===== config.mk =====
export PLATFORM = sky130hd
export DESIGN_NAME = if_stage_flat
export DESIGN_NICKNAME = d
export VERILOG_FILES = /design/src/rtl/if_stage_if.sv /design/src/rtl/if_stage.sv /design/src/flat_wrapper.sv
export SDC_FILE = /design/constraint.sdc
export NUM_CORES = 1
export LEC_CHECK = 0
export ABC_AREA = 1
export CORE_MARGIN = 3
export CORE_UTILIZATION = 25
export DETAILED_ROUTE_END_ITERATION = 10
export MAX_ROUTING_LAYER = met4
export PLACE_DENSITY_LB_ADDON = 0.08
export SLEW_MARGIN = 20
export SYNTH_ARGS = -nofsm -noshare
export SYNTH_HDL_FRONTEND = slang
export SYNTH_SLANG_ARGS = --single-unit
export TNS_END_PERCENT = 10

===== constraint.sdc =====
create_clock -name CLK -period 5.5 [get_ports CLK]
set_input_delay 1.1 -clock CLK [delete_from_list [all_inputs] [get_ports CLK]]
set_output_delay 1.1 -clock CLK [all_outputs]
set_load 0.1 [all_outputs]

===== src/rtl/if_stage_if.sv =====
// ----------------------------------------------------------------------------
// if_stage_if
// Instruction-memory fetch bus used by the RV32I instruction-fetch stage.
// Pipelined request/grant/response protocol:
//   IMEM_REQ    fetch side -> memory : a fetch request is presented
//   IMEM_ADDR   fetch side -> memory : word-aligned fetch address
//   IMEM_GNT    memory -> fetch side : request accepted this cycle
//   IMEM_RVALID memory -> fetch side : response valid (in order, >=1 cycle
//                                      after its grant)
//   IMEM_RDATA  memory -> fetch side : response instruction word
// Modports: master (fetch stage), slave (instruction memory).
// ----------------------------------------------------------------------------
interface if_stage_if;
   logic        IMEM_REQ;
   logic [31:0] IMEM_ADDR;
   logic        IMEM_GNT;
   logic        IMEM_RVALID;
   logic [31:0] IMEM_RDATA;

   modport master (
      output IMEM_REQ,
      output IMEM_ADDR,
      input  IMEM_GNT,
      input  IMEM_RVALID,
      input  IMEM_RDATA
   );

   modport slave (
      input  IMEM_REQ,
      input  IMEM_ADDR,
      output IMEM_GNT,
      output IMEM_RVALID,
      output IMEM_RDATA
   );
endinterface


===== src/rtl/if_stage.sv =====
// ----------------------------------------------------------------------------
// if_stage
// Instruction-fetch stage of the RV32I core. Owns the PC, issues fetches on
// the pipelined instruction-memory bus, buffers returned words in a 2-entry
// FIFO and presents one instruction at a time to decode via the IF/ID
// register.
// Ports:
//   CLK, RST_N        clock (rising edge) and asynchronous active-low reset
//   imem              if_stage_if.master instruction-memory bus
//   REDIRECT          taken branch/jump from execute (highest priority)
//   REDIRECT_PC       redirect target (low two bits ignored)
//   STALL             decode cannot accept; IF/ID holds
//   INSTRUCCION       IF/ID instruction (NOP_INSTR when not valid)
//   PC_ID, PC4_ID     PC of INSTRUCCION and PC_ID+4
//   VALID_ID          IF/ID holds a live instruction
// Optional feature (macro IF_STATS_EN):
//   FETCH_CNT         count of FIFO pops into IF/ID (wrapping)
//   BUBBLE_CNT        count of non-stalled cycles with an empty FIFO (wrapping)
// ----------------------------------------------------------------------------
module if_stage #(
   parameter logic [31:0] RESET_PC  = 32'h0000_0000,
   parameter logic [31:0] NOP_INSTR = 32'h0000_0013
) (
   input  logic        CLK,
   input  logic        RST_N,
   if_stage_if.master  imem,
   input  logic        REDIRECT,
   input  logic [31:0] REDIRECT_PC,
   input  logic        STALL,
   output logic [31:0] INSTRUCCION,
   output logic [31:0] PC_ID,
   output logic [31:0] PC4_ID,
`ifdef IF_STATS_EN
   output logic [31:0] FETCH_CNT,
   output logic [31:0] BUBBLE_CNT,
`endif
   output logic        VALID_ID
);

   logic [31:0] pc_q, pc_d;
   logic [1:0]  outst_q, outst_d;
   logic [1:0]  kill_q, kill_d;
   logic [31:0] tag_pc_q [0:1];
   logic [31:0] tag_pc_d [0:1];
   logic        tag_wr_ptr_q, tag_wr_ptr_d, tag_rd_ptr_q, tag_rd_ptr_d;
   logic [31:0] fifo_word_q [0:1];
   logic [31:0] fifo_word_d [0:1];
   logic [31:0] fifo_pc_q [0:1];
   logic [31:0] fifo_pc_d [0:1];
   logic        fifo_wr_ptr_q, fifo_wr_ptr_d, fifo_rd_ptr_q, fifo_rd_ptr_d;
   logic [1:0]  fifo_cnt_q, fifo_cnt_d;
   logic [31:0] instr_q, instr_d, pc_id_q, pc_id_d, pc4_id_q, pc4_id_d;
   logic        valid_id_q, valid_id_d;

   logic [2:0]  occupancy;
   logic [31:0] redirect_target;
   logic        req, grant, rvalid, push_en, pop_en;

   // Capacity counts only registered state (in flight + buffered), so STALL
   // never reaches IMEM_REQ combinationally and the FIFO cannot overflow.
   always_comb begin
      occupancy       = {1'b0, outst_q} + {1'b0, fifo_cnt_q};
      redirect_target = REDIRECT_PC & 32'hFFFF_FFFC;
      req             = !REDIRECT && (occupancy < 3'd2);
      grant           = req && imem.IMEM_GNT;
      rvalid          = imem.IMEM_RVALID;
      push_en         = rvalid && !REDIRECT && (kill_q == 2'd0);
      pop_en          = !REDIRECT && !STALL && (fifo_cnt_q != 2'd0);
   end

   assign imem.IMEM_REQ  = req;
   assign imem.IMEM_ADDR = pc_q;

   // PC, outstanding/kill counters and the PC tag shadow. Tags are popped by
   // every response, killed or not, so the shadow stays aligned with OUTST
   // across redirects without needing its own flush.
   always_comb begin
      pc_d         = pc_q;
      outst_d      = outst_q;
      kill_d       = kill_q;
      tag_pc_d     = tag_pc_q;
      tag_wr_ptr_d = tag_wr_ptr_q;
      tag_rd_ptr_d = tag_rd_ptr_q;
      if (grant && !rvalid)
         outst_d = outst_q + 2'd1;
      else if (!grant && rvalid)
         outst_d = outst_q - 2'd1;
      if (grant) begin
         pc_d                   = pc_q + 32'd4;
         tag_pc_d[tag_wr_ptr_q] = pc_q;
         tag_wr_ptr_d           = !tag_wr_ptr_q;
      end
      if (rvalid)
         tag_rd_ptr_d = !tag_rd_ptr_q;
      if (REDIRECT) begin
         pc_d   = redirect_target;
         kill_d = outst_q - {1'b0, rvalid};
      end else if (rvalid && (kill_q != 2'd0)) begin
         kill_d = kill_q - 2'd1;
      end
   end

   // Response FIFO of {word, pc}; a redirect empties it in the same cycle.
   always_comb begin
      fifo_word_d   = fifo_word_q;
      fifo_pc_d     = fifo_pc_q;
      fifo_wr_ptr_d = fifo_wr_ptr_q;
      fifo_rd_ptr_d = fifo_rd_ptr_q;
      fifo_cnt_d    = fifo_cnt_q;
      if (REDIRECT) begin
         fifo_wr_ptr_d = 1'b0;
         fifo_rd_ptr_d = 1'b0;
         fifo_cnt_d    = 2'd0;
      end else begin
         if (push_en) begin
            fifo_word_d[fifo_wr_ptr_q] = imem.IMEM_RDATA;
            fifo_pc_d[fifo_wr_ptr_q]   = tag_pc_q[tag_rd_ptr_q];
            fifo_wr_ptr_d              = !fifo_wr_ptr_q;
         end
         if (pop_en)
            fifo_rd_ptr_d = !fifo_rd_ptr_q;
         if (push_en && !pop_en)
            fifo_cnt_d = fifo_cnt_q + 2'd1;
         else if (!push_en && pop_en)
            fifo_cnt_d = fifo_cnt_q - 2'd1;
      end
   end

   // IF/ID register: redirect bubbles it, stall holds it, otherwise it takes
   // the FIFO head or goes to a NOP bubble while keeping the last PC.
   always_comb begin
      instr_d    = instr_q;
      pc_id_d    = pc_id_q;
      pc4_id_d   = pc4_id_q;
      valid_id_d = valid_id_q;
      if (REDIRECT) begin
         instr_d    = NOP_INSTR;
         valid_id_d = 1'b0;
      end else if (!STALL) begin
         if (fifo_cnt_q != 2'd0) begin
            instr_d    = fifo_word_q[fifo_rd_ptr_q];
            pc_id_d    = fifo_pc_q[fifo_rd_ptr_q];
            pc4_id_d   = fifo_pc_q[fifo_rd_ptr_q] + 32'd4;
            valid_id_d = 1'b1;
         end else begin
            instr_d    = NOP_INSTR;
            valid_id_d = 1'b0;
         end
      end
   end

   always_ff @(posedge CLK or negedge RST_N) begin
      if (!RST_N) begin
         pc_q           <= RESET_PC;
         outst_q        <= 2'd0;
         kill_q         <= 2'd0;
         tag_pc_q[0]    <= 32'd0;
         tag_pc_q[1]    <= 32'd0;
         tag_wr_ptr_q   <= 1'b0;
         tag_rd_ptr_q   <= 1'b0;
         fifo_word_q[0] <= 32'd0;
         fifo_word_q[1] <= 32'd0;
         fifo_pc_q[0]   <= 32'd0;
         fifo_pc_q[1]   <= 32'd0;
         fifo_wr_ptr_q  <= 1'b0;
         fifo_rd_ptr_q  <= 1'b0;
         fifo_cnt_q     <= 2'd0;
         instr_q        <= NOP_INSTR;
         pc_id_q        <= 32'd0;
         pc4_id_q       <= 32'd0;
         valid_id_q     <= 1'b0;
      end else begin
         pc_q           <= pc_d;
         outst_q        <= outst_d;
         kill_q         <= kill_d;
         tag_pc_q       <= tag_pc_d;
         tag_wr_ptr_q   <= tag_wr_ptr_d;
         tag_rd_ptr_q   <= tag_rd_ptr_d;
         fifo_word_q    <= fifo_word_d;
         fifo_pc_q      <= fifo_pc_d;
         fifo_wr_ptr_q  <= fifo_wr_ptr_d;
         fifo_rd_ptr_q  <= fifo_rd_ptr_d;
         fifo_cnt_q     <= fifo_cnt_d;
         instr_q        <= instr_d;
         pc_id_q        <= pc_id_d;
         pc4_id_q       <= pc4_id_d;
         valid_id_q     <= valid_id_d;
      end
   end

   assign INSTRUCCION = instr_q;
   assign PC_ID       = pc_id_q;
   assign PC4_ID      = pc4_id_q;
   assign VALID_ID    = valid_id_q;

`ifdef IF_STATS_EN
   logic [31:0] fetch_cnt_q, fetch_cnt_d, bubble_cnt_q, bubble_cnt_d;

   // Pops into IF/ID and empty non-stalled cycles, both free-running.
   always_comb begin
      fetch_cnt_d  = fetch_cnt_q + {31'd0, pop_en};
      bubble_cnt_d = bubble_cnt_q + {31'd0, (!STALL && (fifo_cnt_q == 2'd0))};
   end

   always_ff @(posedge CLK or negedge RST_N) begin
      if (!RST_N) begin
         fetch_cnt_q  <= 32'd0;
         bubble_cnt_q <= 32'd0;
      end else begin
         fetch_cnt_q  <= fetch_cnt_d;
         bubble_cnt_q <= bubble_cnt_d;
      end
   end

   assign FETCH_CNT  = fetch_cnt_q;
   assign BUBBLE_CNT = bubble_cnt_q;
`endif

   // A push into a full FIFO without a simultaneous pop is a design error.
   a_fifo_no_overflow : assert property (@(posedge CLK) disable iff (!RST_N)
      !(push_en && !pop_en && (fifo_cnt_q == 2'd2)));

endmodule

===== src/flat_wrapper.sv =====
// flat-port wrapper written by rule: the top's interface ports become plain ports
module if_stage_flat 
#(
   parameter logic [31:0] RESET_PC  = 32'h0000_0000,
   parameter logic [31:0] NOP_INSTR = 32'h0000_0013
)
  (CLK, RST_N, REDIRECT, REDIRECT_PC, STALL, INSTRUCCION, PC_ID, PC4_ID, VALID_ID, imem_IMEM_REQ, imem_IMEM_ADDR, imem_IMEM_GNT, imem_IMEM_RVALID, imem_IMEM_RDATA);
  if_stage_if imem_i ();
  input  logic CLK;
  input  logic RST_N;
  input  logic REDIRECT;
  input  logic [31:0] REDIRECT_PC;
  input  logic STALL;
  output logic [31:0] INSTRUCCION;
  output logic [31:0] PC_ID;
  output logic [31:0] PC4_ID;
  output logic VALID_ID;
  output wire logic [$bits(imem_i.IMEM_REQ)-1:0] imem_IMEM_REQ;
  output wire logic [$bits(imem_i.IMEM_ADDR)-1:0] imem_IMEM_ADDR;
  input wire logic [$bits(imem_i.IMEM_GNT)-1:0] imem_IMEM_GNT;
  input wire logic [$bits(imem_i.IMEM_RVALID)-1:0] imem_IMEM_RVALID;
  input wire logic [$bits(imem_i.IMEM_RDATA)-1:0] imem_IMEM_RDATA;
  assign imem_IMEM_REQ = imem_i.IMEM_REQ;
  assign imem_IMEM_ADDR = imem_i.IMEM_ADDR;
  assign imem_i.IMEM_GNT = imem_IMEM_GNT;
  assign imem_i.IMEM_RVALID = imem_IMEM_RVALID;
  assign imem_i.IMEM_RDATA = imem_IMEM_RDATA;
  if_stage #(.RESET_PC(RESET_PC), .NOP_INSTR(NOP_INSTR)) u_core (.CLK(CLK), .RST_N(RST_N), .imem(imem_i), .REDIRECT(REDIRECT), .REDIRECT_PC(REDIRECT_PC), .STALL(STALL), .INSTRUCCION(INSTRUCCION), .PC_ID(PC_ID), .PC4_ID(PC4_ID), .VALID_ID(VALID_ID));
endmodule

# After elaboration in Yosys (flattened, before gate mapping)

Cells that the tools add are included.
W data, S select, Z words.

Output and inout bits: 130
Memory bits (read-only): 0
Register bits after elaboration: 331
Bits in latches: 0
Memories: 0
Bits in writable memories: 0

$lt $le $gt $ge: 7
Equal/unequal tests: 1
Reduce and logical (&&, ||, !) cells: 34
Shifts and indexed selects: 0
$mul: 0
Bitwise logic cells: 6
Add/subtract/negate cells: 9
Multiplexer cells: 35
Div/mod/pow operators: 0

Operator list:

| kind                    | count |
|---|---|
| $mux W32                | 16 |
| $bwmux W64              | 3 |
| $add A32 B3 Y32 const B | 2 |
| $demux W32 S1           | 2 |
| $mux W2                 | 7 |
| $reduce_bool A2 Y1      | 7 |
| $logic_and A1 B1 Y1     | 13 |
| $logic_not A1 Y1        | 10 |
| $ge A2 B2 Y1 const B    | 4 |
| $not A1 Y2              | 4 |
| $mux W1                 | 7 |
| $sub A2 B1 Y2 const B   | 3 |
| $add A2 B1 Y2 const B   | 2 |
| $lt A2 B1 Y1 const B    | 2 |
| $add A2 B2 Y3           | 1 |
| $lt A3 B2 Y1 const B    | 1 |
| $reduce_and A3 Y1       | 1 |
| $reduce_bool A3 Y1      | 1 |
| $logic_not A2 Y1        | 1 |
| $ne A2 B2 Y1 const B    | 1 |
| $not A1 Y1              | 2 |
| $reduce_and A2 Y1       | 1 |
| $sub A2 B1 Y2           | 1 |

# Logic depth before layout (Yosys ltp)

Gate-level depths: netlist (run 1).

Depth after elaboration: 8
Mapped depth: 13
Mapped depth without buffers: 12

# Worst setup path after synthesis (run 1)

Ideal clock, no wire load.

Kind: input -> register
Start point: in REDIRECT
End point: reg u_core.outst_q[1]
Arrival time: 3.350 ns
Stages: 10
Setup time: 0.125 ns
Path buffers: 3
Data required time: 5.375 ns
Slack: 2.026 ns
Cells stage by stage: buf_4 -> nor3_4 -> nand2_2 -> buf_6 -> inv_1 -> buf_4 -> ha_1 -> a21oi_1 -> o21ai_0 -> xnor2_1

Longest elaborated chain between the ends: 6
Elaborated cells between the ends (all ways): 8

Ends and longest elaborated chain:

| what                                | RTL line           | text |
|---|---|---|
| start: declaration                  | flat_wrapper.sv:11 | `input logic REDIRECT;` |
| $logic_not A1 Y1 (*)                | if_stage.sv:64     | `req = !REDIRECT && (occupancy < 3'd2);` |
| $logic_and A1 B1 Y1 (*)             | if_stage.sv:64     |  |
| net imem_IMEM_REQ                   | flat_wrapper.sv:18 | `output wire logic [$bits(imem_i.IMEM_REQ)-1:0] imem_IMEM_REQ;` |
| $logic_and A1 B1 Y1 (*)             | if_stage.sv:65     | `grant = req && imem.IMEM_GNT;` |
| net u_core.grant                    | if_stage.sv:57     | `logic req, grant, rvalid, push_en, pop_en;` |
| $logic_not A1 Y1                    | if_stage.sv:86     | `else if (!grant && rvalid)` |
| $logic_and A1 B1 Y1                 | if_stage.sv:86     |  |
| $reduce_bool A2 Y1 (no source line) | --                 |  |
| end signal: assignment              | if_stage.sv:174    | `outst_q <= outst_d;` |
| end: declaration                    | if_stage.sv:41     | `logic [1:0] outst_q, outst_d;` |

Mark *: on every way through the listed nets, which the timed path passes. The rest lies on a longest branch.
A chain may end at the register's enable or synchronous reset.

# Final worst setup path (run 1)

Start point: reg u_core.outst_q[0]
End point: out imem_IMEM_REQ

Longest elaborated chain between the ends: 3

Ends and longest elaborated chain:

| what                | RTL line           | text |
|---|---|---|
| $add A2 B2 Y3       | if_stage.sv:62     | `occupancy = {1'b0, outst_q} + {1'b0, fifo_cnt_q};` |
| $lt A3 B2 Y1        | if_stage.sv:64     |  |
| $logic_and A1 B1 Y1 | if_stage.sv:64     |  |
| end: declaration    | flat_wrapper.sv:18 |  |

No other way between the ends.

==> results.json, run 1 <==
{
  "yosysMostFrequentCell": "nand2_1",
  "maxUsedRoutingLayer": "met4",
  "hold_depth": 2,
  "worstHoldStart": "u_core.fifo_pc_q[6]",
  "grt_pass1_vias": 11938,
  "fin_crit_ps": 4070,
  "wl_per_cell_um": 16.3,
  "dp_hpwl_mm": 29.3,
  "drt_iter0_drc": 682,
  "htree_levels": 2,
  "drcViolationCount": 0,
  "max_freq_mhz": 246,
  "p_leak_nw": 8.57,
  "worstRegToRegCells": 10,
  "grt_usage_pct": 14.6,
  "post_cts_buffers": 0,
  "postCtsResizedCells": 0,
  "grt_pass1_wl_mm": 70.6,
  "critPathRequiredTime_ps": 4400,
  "powerDensity_nw_per_um2": 657,
  "worstSetupPathType": "reg2out",
  "yosys.cell_types.count": 51,
  "ys_ff_latch": 317,
  "hold_viol_final": 0,
  "clk_latency_ps": 560,
  "routed_wl_mm": 44.3,
  "status": "finished clean",
  "worstHoldEndpoint": "u_core.fifo_pc_q[6]",
  "place_inst": 2639,
  "nFillCells": 6160,
  "gp_congestion": 0.784,
  "yosysTopAreaCellShare_pct": 52.8,
  "hold_path_class": "reg2reg",
  "drive_gt1_share_pct": 9.65,
  "cts_made_buffers": 41,
  "peakVddDrop_uv": 578,
  "wl_met2_mm": 19.5,
  "die_y_um": 250,
  "area_growth_pct": 26.6,
  "fin_cells": 2713,
  "r2r-end": "u_core.outst_q[1]",
  "met1Wirelength_mm": 22.3,
  "clk_pin_slew_ps": 50,
  "grt_max_degree": 145,
  "clockRootBuffer": "clkbuf_16",
  "cts_max_path_buffers": 3,
  "seq_area_frac_synth_pct": 53.3,
  "synth_warnings": 0,
  "regToRegStartpoint": "u_core.outst_q[0]",
  "synth_area_leaders": "dfrtp_1 53%, nand2_1 15%, o21ai_0 6.1%, inv_1 3.4%, nand3_1 2.3%",
  "start_kind": "register",
  "async_flop_share_pct": 100,
  "crit_path_end_kind": "output pin",
  "synth_area_sq_um": 14900,
  "dr.pass1.iters": 5,
  "drtAntennaViolNets": 0,
  "cp.arrival_ps": 2970,
  "die_w_um": 250,
  "grt_overflow_total": 0,
  "portBuffers": 191,
  "setup_tns_ps": 0,
  "dr_wl_met3_mm": 1.64,
  "diodes": 0,
  "cts_tree": "done",
  "synth_commonest_cells": "603 x nand2_1, 314 x dfrtp_1, 180 x o21ai_0, 135 x inv_1, 84 x nor2_1",
  "max_slew_margin_pct": 29.9,
  "synth_ff_type": "dfrtp_1",
  "setup_viol": 0,
  "start_util_pct": 25.6,
  "antenna_found_initial": 0,
  "clock-sinks": 317,
  "pin_count": 200,
  "min_period_over_period_pct": 73.9,
  "vias": 11688,
  "drv_cap": 0,
  "fin_skew_ps": 21.2,
  "tightest_slew_ps": 1050,
  "synth_top_area_cell": "dfrtp_1",
  "core.rowCount": 88,
  "via_per_inst": 4.31,
  "nets": 1994,
  "path_max_fanout": 3,
  "cts_hold_buf": 0,
  "syn_area_per_cell_sq_um": 8.48,
  "core-area_sq_um": 58200,
  "synth_edf_count": 0,
  "dieArea_sq_um": 62500,
  "rsz0062_at_grt": "no",
  "r2r_slack_ps": 2370,
  "synthCells": 1756,
  "drv_slew": 0
}
-- power by group --
group	total (W)	switching, W	internal, W
logic	0.00562	0.00418	0.00143
registers	0.00403	0.000708	0.00332
clock network	0.00274	0.00105	0.00169
-- per-stage QoR --
stage	hold slack, ps	util (%)	cell area, sq um	total power [W]	worst slack, ps
after CTS	473	32.3	18800	0.0126	1370
after global routing	487	32.4	18800	0.0132	1290
after floorplan	437	-	14900	0.00818	2030
final	468	32.4	18800	0.0124	1430
after global placement	449	29.9	17400	0.00970	1420
after detailed placement	458	29.9	17400	0.00976	1400
-- flip-flops by register name, indices dropped and copies added (netlist names) --
register and flops:
u_core.imem.IMEM_ADDR 30, u_core.fifo_word_q 64, u_core.kill_q 2, u_core.tag_rd_ptr_q 1, u_core.VALID_ID 1, u_core.fifo_cnt_q 2
u_core.INSTRUCCION 32, u_core.outst_q 2, u_core.tag_wr_ptr_q 1, u_core.fifo_wr_ptr_q 1, u_core.fifo_pc_q 60, u_core.PC4_ID 30
u_core.PC_ID 30, u_core.fifo_rd_ptr_q 1, u_core.tag_pc_q 60
-- metal layers --
layer  up-vias  GRT usage, %
met2       200          22.2
met5         -             -
li1       5942             -
met1      5495          20.4
met4         0          3.81
met3        51          2.31
-- cell families (layout without fill, tap and decap cells) --
family	count (synthesis)	in the layout	synth area share (%)
adders and majority gates	6	6	0.555
AOI/OAI and AO/OA	276	276	10.3
and+or+nand+nor	855	855	24.4
other	1	6	0.0252
muxes	43	43	3.01
buffers and inverters	236	423	7.11
DFF	317	317	53.3
xor gates and xnor gates	22	22	1.29
-- placed cells by master (no fill, tap or decap), types with 8 or more instances in the layout --
cell type / instances
a21oi_1: 14
a22oi_1: 19
buf_4: 10
clkbuf_16: 43
clkbuf_8: 13
clkdlybuf4s50_1: 189
dfrtp_1: 313
inv_1: 135
inv_2: 8
mux2_2: 14
mux2i_1: 29
nand2_1: 603
nand2_2: 37
nand3_1: 66
nand4_1: 20
nor2_1: 83
nor2_2: 18
nor2_4: 10
o211ai_1: 11
o21a_1: 16
o21ai_0: 180
o21ai_1: 23
xnor2_1: 8
xor2_1: 14
-- layout make-up --
| cell class | count | area [sq um] | share of cell area (%) |
|---|---|---|---|
| flip-flops and latches | 317 | 7940 | 42.1 |
| multi-input cells | 1208 | 5930 | 31.4 |
| repair buffers | 206 | 2090 | 11.1 |
| clock buffers | 62 | 1280 | 6.78 |
| well taps | 765 | 957 | 5.08 |
| inverters | 144 | 546 | 2.89 |
| clock inverters | 11 | 115 | 0.611 |
-- how the worst max path moves through the flow --
stage / from / endpoint / slack, ps / depth (start not counted)
2_1_floorplan: REDIRECT / u_core.outst_q[1] / 2030 / 10
3_3_place_gp: REDIRECT / imem_IMEM_REQ / 1420 / 3
3_5_place_dp: REDIRECT / imem_IMEM_REQ / 1400 / 3
4_1_cts: u_core.outst_q[0] / imem_IMEM_REQ / 1370 / 5
5_1_grt: u_core.outst_q[0] / imem_IMEM_REQ / 1290 / 5
6_report: u_core.outst_q[0] / imem_IMEM_REQ / 1430 / 5
-- critical path, stage by stage (launching register included) --
cell             delay (ps)
dfrtp_1                 410
nand2_1                  70
inv_1                    50
fa_1                    490
nor3_4                  200
clkdlybuf4s50_1        1200
No activity file was read; power rests on OpenSTA's default activity.
==> run 2: changes to the inputs <==
- clock period: 5.5 -> 3.9 ns (I/O delays scaled with it)
==> run 2 against run 1 <==
Compared with the run above: power increased by 41%; setup slack got worse by 700 ps; global-route usage about the same; critical path type unchanged; clock power up 38%; register-to-register slack lost 1300 ps; critical path depth fell by 4; hold slack lost 270 ps; first-iteration DRC count shrank 11%; sequential power is 41% higher; critical endpoint is now imem_IMEM_ADDR[27]; largest power group unchanged; sequential cell count unchanged; wire length grew 0.26%.
==> results.json, run 2 (synthesis results as in run 1) <==
{
  "status": "finished clean",
  "grt_max_degree": 82,
  "path_max_fanout": 8,
  "dp_hpwl_mm": 30.6,
  "drv_cap": 0,
  "clk_latency_ps": 560,
  "layout_commonest_cell": "nand2_1",
  "crit_chain": "clkdlybuf4s50_1",
  "p_switching_w": 0.00838,
  "fin_cells": 2723,
  "rsz0062_at_grt": "no",
  "drt_iter0_drc": 609,
  "clock-sinks": 317,
  "drv_slew": 0,
  "clockRootBuffer": "clkbuf_16",
  "regMostFlops": "u_core.fifo_word_q",
  "cts_hold_buf": 0,
  "grt_overflow_total": 0,
  "grt_pass1_wl_mm": 70.7,
  "via_per_inst": 4.30,
  "cts_tree": "done",
  "die_w_um": 250,
  "fin_skew_ps": 19.8,
  "htree_levels": 2,
  "cpPeakStageDelay_ps": 1220,
  "area_growth_pct": 26.8,
  "start_kind": "register",
  "largest_register_ffs": 64,
  "hold_ws_ps": 196,
  "post_cts_buffers": 0,
  "peakVddDrop_uv": 881,
  "start_util_pct": 25.6,
  "setup_viol": 0,
  "max_slew_margin_pct": 30.0,
  "nFillCells": 6152,
  "core-area_sq_um": 58200,
  "max_freq_mhz": 316,
  "critical-path-top-delay-family": "buffers and inverters",
  "seqPwrFrac_pct": 32.5,
  "post-place-ws_ps": 722,
  "drcViolationCount": 0,
  "cts_made_buffers": 41,
  "routed_wl_mm": 44.4,
  "setup_tns_ps": 0,
  "grt_pass1_vias": 11846,
  "critPathRequiredTime_ps": 3120,
  "p_leak_nw": 8.59,
  "antenna_found_initial": 0,
  "gp_congestion": 0.784,
  "wl_per_cell_um": 16.3,
  "clkPwrFrac_pct": 21.7,
  "powerDensity_nw_per_um2": 923,
  "switching_share_pct": 48.1,
  "worstSetupPathType": "reg2out",
  "drtAntennaViolNets": 0,
  "cts_max_path_buffers": 3,
  "nets": 2006,
  "crit_path_end_kind": "output pin",
  "top_regs": "u_core.fifo_word_q: 64 flops, u_core.fifo_pc_q: 60 flops, u_core.tag_pc_q: 60 flops",
  "pwr-share-comb_pct": 45.8,
  "fin_crit_ps": 3160,
  "hold_path_class": "in2async",
  "setup_slack_ps": 739,
  "tightest_slew_ps": 1050,
  "grt_usage_pct": 14.7,
  "hold_viol_final": 0,
  "portBuffers": 191,
  "crit_buf_inv": 1,
  "crit_slowest_cell": "clkdlybuf4s50_1",
  "final_cell_mix": "603 x nand2_1, 313 x dfrtp_1, 186 x clkdlybuf4s50_1",
  "die_y_um": 250,
  "vias": 11717,
  "drive_gt1_share_pct": 10.0,
  "min_period_over_period_pct": 81.0,
  "core.rowCount": 88,
  "place_inst": 2652,
  "clk_pin_slew_ps": 60,
  "pin_count": 200,
  "postCtsResizedCells": 0,
  "dr.pass1.iters": 5,
  "p_int_w": 0.00903,
  "cp.arrival_ps": 2380,
  "dieArea_sq_um": 62500,
  "diodes": 0,
  "total_power_w": 0.0174
}
## run 2: cell count changes in the layout (fill, tap and decap cells not counted), sizes merged
cell / before / now
buf: 17 / 32
clkbuf: 62 / 63
clkdlybuf4s50: 189 / 186
clkinv: 7 / 4
## run 2: final timing paths
path | slack [ps] | start | cells after the start | to
setup / recovery | 740 | u_core.imem.IMEM_ADDR[27] | 1 | imem_IMEM_ADDR[27]
hold / removal | 200 | RST_N | 1 | u_core.fifo_word_q[23]
setup reg to reg | 1090 | u_core.outst_q[0] | 9 | u_core.tag_pc_q[8]
hold reg to reg | 470 | u_core.fifo_pc_q[57] | 2 | u_core.fifo_pc_q[57]
max in group asynchronous | 2760 | RST_N | 2 | u_core.fifo_word_q[7]
min in group CLK | 470 | u_core.fifo_pc_q[57] | 2 | u_core.fifo_pc_q[57]
## run 2: area by class of cell
type	count	area [sq um]	share of cell area, %
repair buffers	218	2160	11.4
flip-flops and latches	317	7940	42.1
clock buffers	63	1240	6.58
multi-input cells	1208	5920	31.4
well taps	765	957	5.07
clock inverters	8	103	0.544
inverters	144	546	2.89
## run 2: metrics by stage
stage / area [sq um] / utilization (%)
3_5_place_dp: 17500 / 30.1
3_3_place_gp: 17500 / 30.1
2_1_floorplan: 14900 / -
6_report: 18900 / 32.4
5_1_grt: 18900 / 32.4
4_1_cts: 18900 / 32.4
## run 2: power by group through the flow
stage | clock [W] | combinational, W | sequential [W]
floorplan | 0 | 0.00290 | 0.00863
global placement | 0 | 0.00799 | 0.00571
detailed placement | 0 | 0.00806 | 0.00574
CTS | 0.00393 | 0.00808 | 0.00569
global route | 0.00407 | 0.00861 | 0.00587
finish | 0.00377 | 0.00797 | 0.00567
## run 2: per-layer routing
| metal | vias to the layer above | wire length, um | track usage (%) |
|---|---|---|---|
| li1 | 5959 | - | - |
| met1 | 5504 | 22400 | 20.8 |
| met2 | 203 | 19500 | 21.8 |
| met3 | 51 | 1650 | 2.25 |
| met4 | 0 | 845 | 3.91 |
| met5 | - | 0 | - |
